$ cat src/rtl/common.sv
// Shared constants and types for the NOS DAC serializer family.
// Word-length selection, I2S word width and the serializer state encoding.
package common;
    localparam int I2S_BITS     = 32;
    localparam int NOS_MAX_BITS = 24;
    localparam int NOS_BITNUM   = 2;

    typedef enum logic [NOS_BITNUM-1:0] {
        NOS16 = 2'd0,
        NOS18 = 2'd1,
        NOS20 = 2'd2,
        NOS24 = 2'd3
    } nos_bitnum_t;

    typedef enum logic [1:0] {
        IDLE  = 2'd0,
        WAIT  = 2'd1,
        SHIFT = 2'd2,
        LATCH = 2'd3
    } ser_state_t;

    function automatic logic [4:0] nos_len(input logic [NOS_BITNUM-1:0] sel);
        case (sel)
            NOS16:   nos_len = 5'd16;
            NOS18:   nos_len = 5'd18;
            NOS20:   nos_len = 5'd20;
            default: nos_len = 5'd24;
        endcase
    endfunction
endpackage

$ cat src/rtl/nos_dac_shreg.sv
// Per-channel load/shift register: keeps the top N bits of a left-justified word.
// Load/shift are strobes from the shared FSM; sdo is combinational from the register.
module nos_dac_shreg
    import common::*;
(
    input  logic                clk,
    input  logic                resetn,
    input  logic                load,
    input  logic                shift,
    input  logic [I2S_BITS-1:0] word,
    input  logic [4:0]          load_n,
    input  logic                load_ofs,
    input  logic                lsb_first,
    input  logic [4:0]          cur_n,
    output logic                sdo
);
    logic [NOS_MAX_BITS-1:0] sr;
    logic [NOS_MAX_BITS-1:0] load_val;

    // Right-align the top N bits; offset binary flips the word's sign bit.
    always_comb begin
        load_val = NOS_MAX_BITS'(word >> (6'(I2S_BITS) - {1'b0, load_n}));
        if (load_ofs) begin
            load_val[load_n - 5'd1] = ~load_val[load_n - 5'd1];
        end
    end

    always_ff @(posedge clk or negedge resetn) begin
        if (!resetn) begin
            sr <= '0;
        end else if (load) begin
            sr <= load_val;
        end else if (shift) begin
            sr <= lsb_first ? (sr >> 1) : (sr << 1);
        end
    end

    assign sdo = lsb_first ? sr[0] : sr[cur_n - 5'd1];
endmodule

$ cat src/rtl/nos_dac_mc_serializer.sv
// Multi-channel NOS DAC serializer: one frame of FRAME_CYCLES clk per accepted sample set.
// Data shifts out in the last N cycles of the frame, then one le cycle; ready only in IDLE/LATCH.
module nos_dac_mc_serializer
    import common::*;
#(
    parameter int NUM_CH       = 2,
    parameter int FRAME_CYCLES = 64
) (
    input  logic                       clk,
    input  logic                       resetn,
    input  logic [NUM_CH*I2S_BITS-1:0] data,
    input  logic                       valid,
    output logic                       ready,
    input  logic [NOS_BITNUM-1:0]      nos_bitnum,
    input  logic                       bck_cont,
    input  logic                       lsb_first,
    input  logic                       offset_bin,
    input  logic                       mute,
    input  logic                       le_pol,
    output logic                       bck,
    output logic [NUM_CH-1:0]          data_out,
    output logic                       le,
    output logic                       underrun
);
    ser_state_t        state, state_d;
    logic [7:0]        cnt, cnt_d;
    logic [4:0]        n_q, n_in;
    logic              lsb_q;
    logic              load, shift;
    logic [NUM_CH-1:0] sdo;

    assign n_in = nos_len(nos_bitnum);

    always_ff @(posedge clk or negedge resetn) begin
        if (!resetn) begin
            state <= IDLE;
            cnt   <= '0;
            n_q   <= 5'd16;
            lsb_q <= 1'b0;
        end else begin
            state <= state_d;
            cnt   <= cnt_d;
            if (load) begin
                n_q   <= n_in;
                lsb_q <= lsb_first;
            end
        end
    end

    always_comb begin
        state_d  = state;
        cnt_d    = cnt;
        load     = 1'b0;
        shift    = 1'b0;
        ready    = 1'b0;
        underrun = 1'b0;
        le       = ~le_pol;
        case (state)
            IDLE: begin
                ready = 1'b1;
                if (valid) begin
                    load    = 1'b1;
                    cnt_d   = 8'(FRAME_CYCLES - 1);
                    state_d = (8'(FRAME_CYCLES - 1) == 8'(n_in)) ? SHIFT : WAIT;
                end
            end
            WAIT: begin
                cnt_d = cnt - 8'd1;
                if (cnt == 8'(n_q) + 8'd1) state_d = SHIFT;
            end
            SHIFT: begin
                cnt_d = cnt - 8'd1;
                shift = 1'b1;
                if (cnt == 8'd1) state_d = LATCH;
            end
            LATCH: begin
                ready = 1'b1;
                le    = le_pol;
                if (valid) begin
                    load    = 1'b1;
                    cnt_d   = 8'(FRAME_CYCLES - 1);
                    state_d = (8'(FRAME_CYCLES - 1) == 8'(n_in)) ? SHIFT : WAIT;
                end else begin
                    state_d  = IDLE;
                    underrun = 1'b1;
                end
            end
            default: state_d = IDLE;
        endcase
    end

    for (genvar k = 0; k < NUM_CH; k++) begin : g_ch
        nos_dac_shreg u_shreg (
            .clk       (clk),
            .resetn    (resetn),
            .load      (load),
            .shift     (shift),
            .word      (data[k*I2S_BITS +: I2S_BITS]),
            .load_n    (n_in),
            .load_ofs  (offset_bin),
            .lsb_first (lsb_q),
            .cur_n     (n_q),
            .sdo       (sdo[k])
        );
    end

    // mute gates only the serial lines; framing and le carry on untouched.
    always_comb begin
        data_out = '0;
        if (state == SHIFT && !mute) data_out = sdo;
    end

    assign bck = resetn & (bck_cont | (state == SHIFT) | (state == LATCH)) & ~clk;
endmodule

$ cat config.mk
export PLATFORM = sky130hd
export DESIGN_NAME = nos_dac_mc_serializer
export DESIGN_NICKNAME = d
export VERILOG_FILES = /design/src/rtl/common.sv /design/src/rtl/nos_dac_shreg.sv /design/src/rtl/nos_dac_mc_serializer.sv
export SDC_FILE = /design/constraint.sdc
export NUM_CORES = 1
export LEC_CHECK = 0
export ABC_CLOCK_PERIOD_IN_PS = 3800
export CORE_MARGIN = 2
export CORE_UTILIZATION = 58
export DETAILED_ROUTE_END_ITERATION = 6
export GPL_ROUTABILITY_DRIVEN = 0
export HOLD_SLACK_MARGIN = 0.15
export PLACE_DENSITY_LB_ADDON = 0.15
export REMOVE_ABC_BUFFERS = 1
export SLEW_MARGIN = 5
export SYNTH_ARGS = -nofsm -noshare
export SYNTH_HDL_FRONTEND = slang
export SYNTH_SLANG_ARGS = --single-unit
$ cat constraint.sdc
create_clock -name clk -period 3.8 [get_ports clk]
set_input_delay 0.95 -clock clk [delete_from_list [all_inputs] [get_ports clk]]
set_output_delay 0.95 -clock clk [all_outputs]
set_load 0.02 [all_outputs]
==> impl_metrics.yaml, run 1 <==
global_route:
  grt_max_degree: 63
  antenna_found_initial: 0
  grtUsageTotal: 0.345
  grt_pass1_wl_mm: 34.8
  grt_pass1_vias: 6732
  grt.overflow.total: 0
die:
  start_util: 0.590
  io_pins: 80
  coreArea_sq_um: 11400
  fp.dieH_um: 112
  die_x_um: 112
  core.rowCount: 39
  die_area_sq_um: 12400
logic_synthesis:
  synthesis.area_sq_um: 6710
  synth_area_per_cell_sq_um: 8.46
  yosysTopAreaCell: "dfrtp_1"
  synthTopCellsByArea: "dfrtp_1 (23%), mux2i_1 (14%), mux4_2 (11%)"
  synth-edff-count: 0
  yosys.area.top_type_share: 0.231
  synth-async-reset-ratio: 1.00
  synth-seq-area-share: 0.231
  netlist_instances: 793
  ys_types: 62
  yosys_warnings: 0
  synth_flop_cell: "dfrtp_1"
  ys_seq_elements: 62
sta:
  skew_ns: 0.00474
  rsz0062_at_grt: "no"
  hold_slack_ns: 0.479
  final_max_slew_viol_count: 0
  slew_headroom: 0.471
  setup_viol: 0
  finalHoldViolations: 0
  worst_slew_pin_slew_ns: 0.793
finish:
  multiInputGateArea_sq_um: 4790
  final_cell_mix: "mux2i_1 (95), clkdlybuf4s50_1 (75), a21oi_1 (73), nand2_1 (72), nor2_1 (69)"
  layout-drive-gt1-share: 0.167
  area_delta_synth_final_pct: 22.2
  layout_commonest_cell: "mux2i_1"
  fin_nets: 954
  design_area_sq_um: 8200
  num-fill-cells: 891
  antennaDiodeCount: 0
  final-seq-area_sq_um: 1550
placement:
  dp_hpwl_mm: 15.3
  portBuffers: 79
  post_dp_cell_area_sq_um: 7800
route:
  vias: 6873
  wire_per_inst_um: 20.6
  ant_nets: 0
  routed_wirelength_mm: 20.9
  vias_per_cell: 6.79
  dr.first_iter.drc_count: 884
  drc_errors: 5
  dr.pass1.iters: 7
clock_network:
  cts_tree: "done"
  clkTransAtPathRegs_ns: 0.05
  post_cts_buffers: 0
  clock_latency_ns: 0.45
pwr:
  leakage_nw: 3.30
  power_switching_mw: 2.17
  swShare: 0.427
  clkPwrFrac: 0.206
  p_int_mw: 2.90
  p_per_area_nw_per_um2: 618
  peakVddDrop_mv: 0.581
  combPwrFrac: 0.539
  power_frac_seq: 0.255
critical_path:
  crit_arrival_ns: 2.78
  ff2ff_setup_slack_ns: 1.46
  r2r_cells: 7
  critPathRequiredTime_ns: 2.85
  endpoint_kind: "output port"
  critPathMaxFanout: 2
  path_class: "clock port to output port"
  startpoint_type: "clock port"
worst_hold_path:
  hold_path_depth: 1
  hold_class: "register to register"
outcome:
  violations: "design-rule violations"
  status: "finished with violations"
job:
  drv_cap: 0
==> through the flow <==
stage	power [mW]	worst slack, ns	utilization	TNS, ns	instances
floorplan	3.10	-1.68	-	-51.44	719
global placement	3.85	0.0297	0.686	0	993
detailed placement	3.94	-0.0266	0.686	-0.0266	993
CTS	5.02	0.0795	0.721	0	1012
global route	5.44	0.00309	0.721	0	1012
finish	5.07	0.0707	0.721	0	1012
==> worst paths after layout <==
kind | from | endpoint
worst max-delay path | clk | bck
worst min-delay path | cnt[7] | cnt[7]
worst max register to register | state[0] | g_ch[1].u_shreg.sr[6]
worst min register to register | cnt[7] | cnt[7]
max in group asynchronous | resetn | cnt[4]
min in group asynchronous | resetn | lsb_q
==> registers in the layout, indices dropped and copies added (netlist names) <==
register,flops
lsb_q,1
cnt,8
g_ch.u_shreg.sr,48
n_q,3
state,2
==> cells in the mapped netlist, types with 4 or more instances <==
| library cell | count |
|---|---|
| a211oi_1 | 13 |
| a21o_1 | 4 |
| a21oi_1 | 73 |
| a221oi_1 | 11 |
| a22oi_1 | 5 |
| a31oi_1 | 7 |
| and3_1 | 5 |
| buf_1 | 10 |
| buf_2 | 20 |
| buf_4 | 5 |
| clkbuf_1 | 36 |
| dfrtp_1 | 62 |
| ha_1 | 16 |
| inv_1 | 14 |
| mux2_2 | 29 |
| mux2i_1 | 95 |
| mux4_2 | 32 |
| nand2_1 | 73 |
| nand2b_1 | 4 |
| nand3_1 | 17 |
| nand3b_1 | 4 |
| nor2_1 | 70 |
| nor2b_1 | 4 |
| nor3_1 | 23 |
| o211ai_1 | 15 |
| o21ai_0 | 66 |
| o22ai_1 | 14 |
| o31ai_1 | 4 |
| or3_1 | 4 |
| xor2_1 | 5 |
==> power by group through the flow <==
stage	registers (mW)	clock network, mW	logic (mW)
3_3_place_gp	1.28	0.0189	2.56
6_report	1.29	1.05	2.73
3_5_place_dp	1.29	0.0189	2.63
5_1_grt	1.34	1.09	3.01
2_1_floorplan	1.27	0.00986	1.82
4_1_cts	1.28	1.06	2.68
==> critical path: stages <==
cell and delay (ns):
clkbuf_16 0.12, clkbuf_16 0.13, nor3b_1 0.25, dlygate4sd2_1 0.38
==> repair_timing <==
| action | CTS | global route |
|---|---|---|
| gates resized for setup | 5 | 4 |
| gates cloned | 0 | 0 |
| hold buffers | 0 | 0 |
| pin swaps | 0 | 1 |
| setup endpoints to repair | 3 | 2 |
==> routing by layer <==
| metal | up-vias | part of all wire | track usage |
|---|---|---|---|
| li1 | 3124 | - | - |
| met1 | 3278 | 0.42 | 0.485 |
| met2 | 417 | 0.46 | 0.539 |
| met3 | 54 | 0.090 | 0.0550 |
| met4 | 0 | 0.027 | 0.132 |
| met5 | - | 0 | 0 |
==> final cells by class <==
cell class	count	area share
clock inverters	4	0.00855
repair buffers	130	0.148
clock buffers	16	0.0403
inverters	17	0.00778
multi-input cells	640	0.585
flip-flops and latches	62	0.189
well taps	143	0.0218
==> kinds of logic (layout without fill, tap and decap cells) <==
logic type / Yosys count / in the layout / share of synthesized area
simple gates: 218 / 218 / 0.145
xor+xnor: 7 / 7 / 0.00914
buf+inv: 91 / 167 / 0.0608
fa+ha+maj: 16 / 16 / 0.0298
flops: 62 / 62 / 0.231
mux: 157 / 157 / 0.300
compound gates: 242 / 242 / 0.224
No activity file was read; power rests on OpenSTA's default activity.
==> run 2, diff against run 1 <==
SKIP_LAST_GASP = 1   (was not set)
==> run 2 against run 1 <==
Compared with the run above: the run still ends with design-rule violations left; non-clock buffer count is the same; critical path depth stayed put; global-route usage about the same; sequential share of layout area did not move; largest cell class unchanged.
==> impl_metrics.yaml, run 2 (synthesis results as in run 1) <==
clock_network:
  clock_latency_ns: 0.44
  cts_tree: "done"
  clkTransAtPathRegs_ns: 0.05
  cts_hold_buffers: 0
  post_cts_buffers: 0
critical_path:
  endpoint_kind: "output port"
  critPathRequiredTime_ns: 2.85
  crit_arrival_ns: 2.78
  r2r_start: "state[0]"
  ff2ff_setup_slack_ns: 1.44
  reg2reg_to: "g_ch[1].u_shreg.sr[6]"
  r2r_cells: 7
  critPathMaxFanout: 2
  setup.worst_path.end: "bck"
  cp-startpoint: "clk"
  startpoint_type: "clock port"
  path_class: "clock port to output port"
die:
  coreArea_sq_um: 11400
  fp.dieH_um: 112
  die_area_sq_um: 12400
  core.rowCount: 39
  start_util: 0.590
  die_x_um: 112
  io_pins: 80
worst_hold_path:
  hold_path_depth: 1
  hold_class: "register to register"
finish:
  fin_cells: 1012
  utilization: 0.721
  largest_reg_flops: 48
  num-fill-cells: 891
  design_area_sq_um: 8200
  final_cell_mix: "mux2i_1 (95), clkdlybuf4s50_1 (75), a21oi_1 (73), nand2_1 (72), nor2_1 (69)"
  fin_nets: 954
  final-seq-area_sq_um: 1550
  regMostFlops: "g_ch.u_shreg.sr"
  multiInputGateArea_sq_um: 4790
  antennaDiodeCount: 0
  layout_commonest_cell: "mux2i_1"
  layout-drive-gt1-share: 0.167
  reg.largest.list: "g_ch.u_shreg.sr x48, cnt x8, n_q x3"
  area_delta_synth_final_pct: 22.2
sta:
  rsz0062_at_grt: "yes"
  final_max_slew_viol_count: 0
  fin_ws_ns: 0.0737
  hold_slack_ns: 0.479
  slew_headroom: 0.474
  skew_ns: 0.00822
  fin_setup_tns_ns: 0
  finalHoldViolations: 0
  worst_slew_pin_slew_ns: 0.790
  setup_viol: 0
placement:
  place_inst: 993
  post_dp_cell_area_sq_um: 7800
  dpl_worst_slack_ns: -0.0266
  portBuffers: 79
  dp_hpwl_mm: 15.3
pwr:
  leakage_nw: 3.30
  finalPower_mw: 5.07
  peakVddDrop_mv: 0.583
  p_per_area_nw_per_um2: 618
global_route:
  grt_max_degree: 63
  grtUsageTotal: 0.344
  antenna_found_initial: 0
  grt_pass1_wl_mm: 34.8
  grt_pass1_vias: 6703
  grt.overflow.total: 0
route:
  routed_wirelength_mm: 20.8
  vias_per_cell: 6.79
  wire_per_inst_um: 20.6
  drc_errors: 2
  dr.pass1.iters: 7
  ant_nets: 0
  vias: 6869
  dr.first_iter.drc_count: 933
outcome:
  status: "finished with violations"
  violations: "design-rule violations"
job:
  drv_cap: 0
-- run 2: cell counts in the layout (fill, tap and decap cells not counted) --
Identical to the previous run, type by type.
-- run 2: area by class of cell --
cell class,instances,share of cell area
Multi-Input combinational cell,640,0.585
Sequential cell,62,0.189
Tap cell,143,0.0218
Clock inverter,4,0.00855
Timing Repair Buffer,130,0.148
Inverter,17,0.00778
Clock buffer,16,0.0403
-- run 2: routing by layer --
layer / up-vias / global-route usage / wire length (um) / part of all wire
met2: 412 / 0.538 / 9670 / 0.46
met1: 3274 / 0.486 / 8750 / 0.42
met3: 51 / 0.0566 / 1870 / 0.090
li1: 3132 / - / - / -
met5: - / 0 / 0 / 0
met4: 0 / 0.128 / 541 / 0.026
-- run 2: repair_timing --
item / 4_1_cts / 5_1_grt
gates resized for setup: 4 / 5
setup endpoints to repair: 3 / 2
endpoints found under the hold margin: 0 / 0
pin swaps: 0 / 1
-- run 2: worst max-delay path: stages --
cell,delay (ns)
clkbuf_16,0.12
clkbuf_16,0.13
nor3b_1,0.25
dlygate4sd2_1,0.38
-- run 2: worst min-delay path by stage --
stage | from | endpoint | slack [ns]
floorplan | cnt[7] | cnt[7] | 0.45
global placement | cnt[7] | cnt[7] | 0.47
detailed placement | cnt[7] | cnt[7] | 0.48
CTS | cnt[7] | cnt[7] | 0.48
global route | cnt[7] | cnt[7] | 0.51
finish | cnt[7] | cnt[7] | 0.48
-- run 2: where the power goes --
part / internal [mW] / switching [mW]
combinational: 1.19 / 1.53
clock: 0.730 / 0.316
sequential: 0.979 / 0.314
total: 2.90 / 2.16
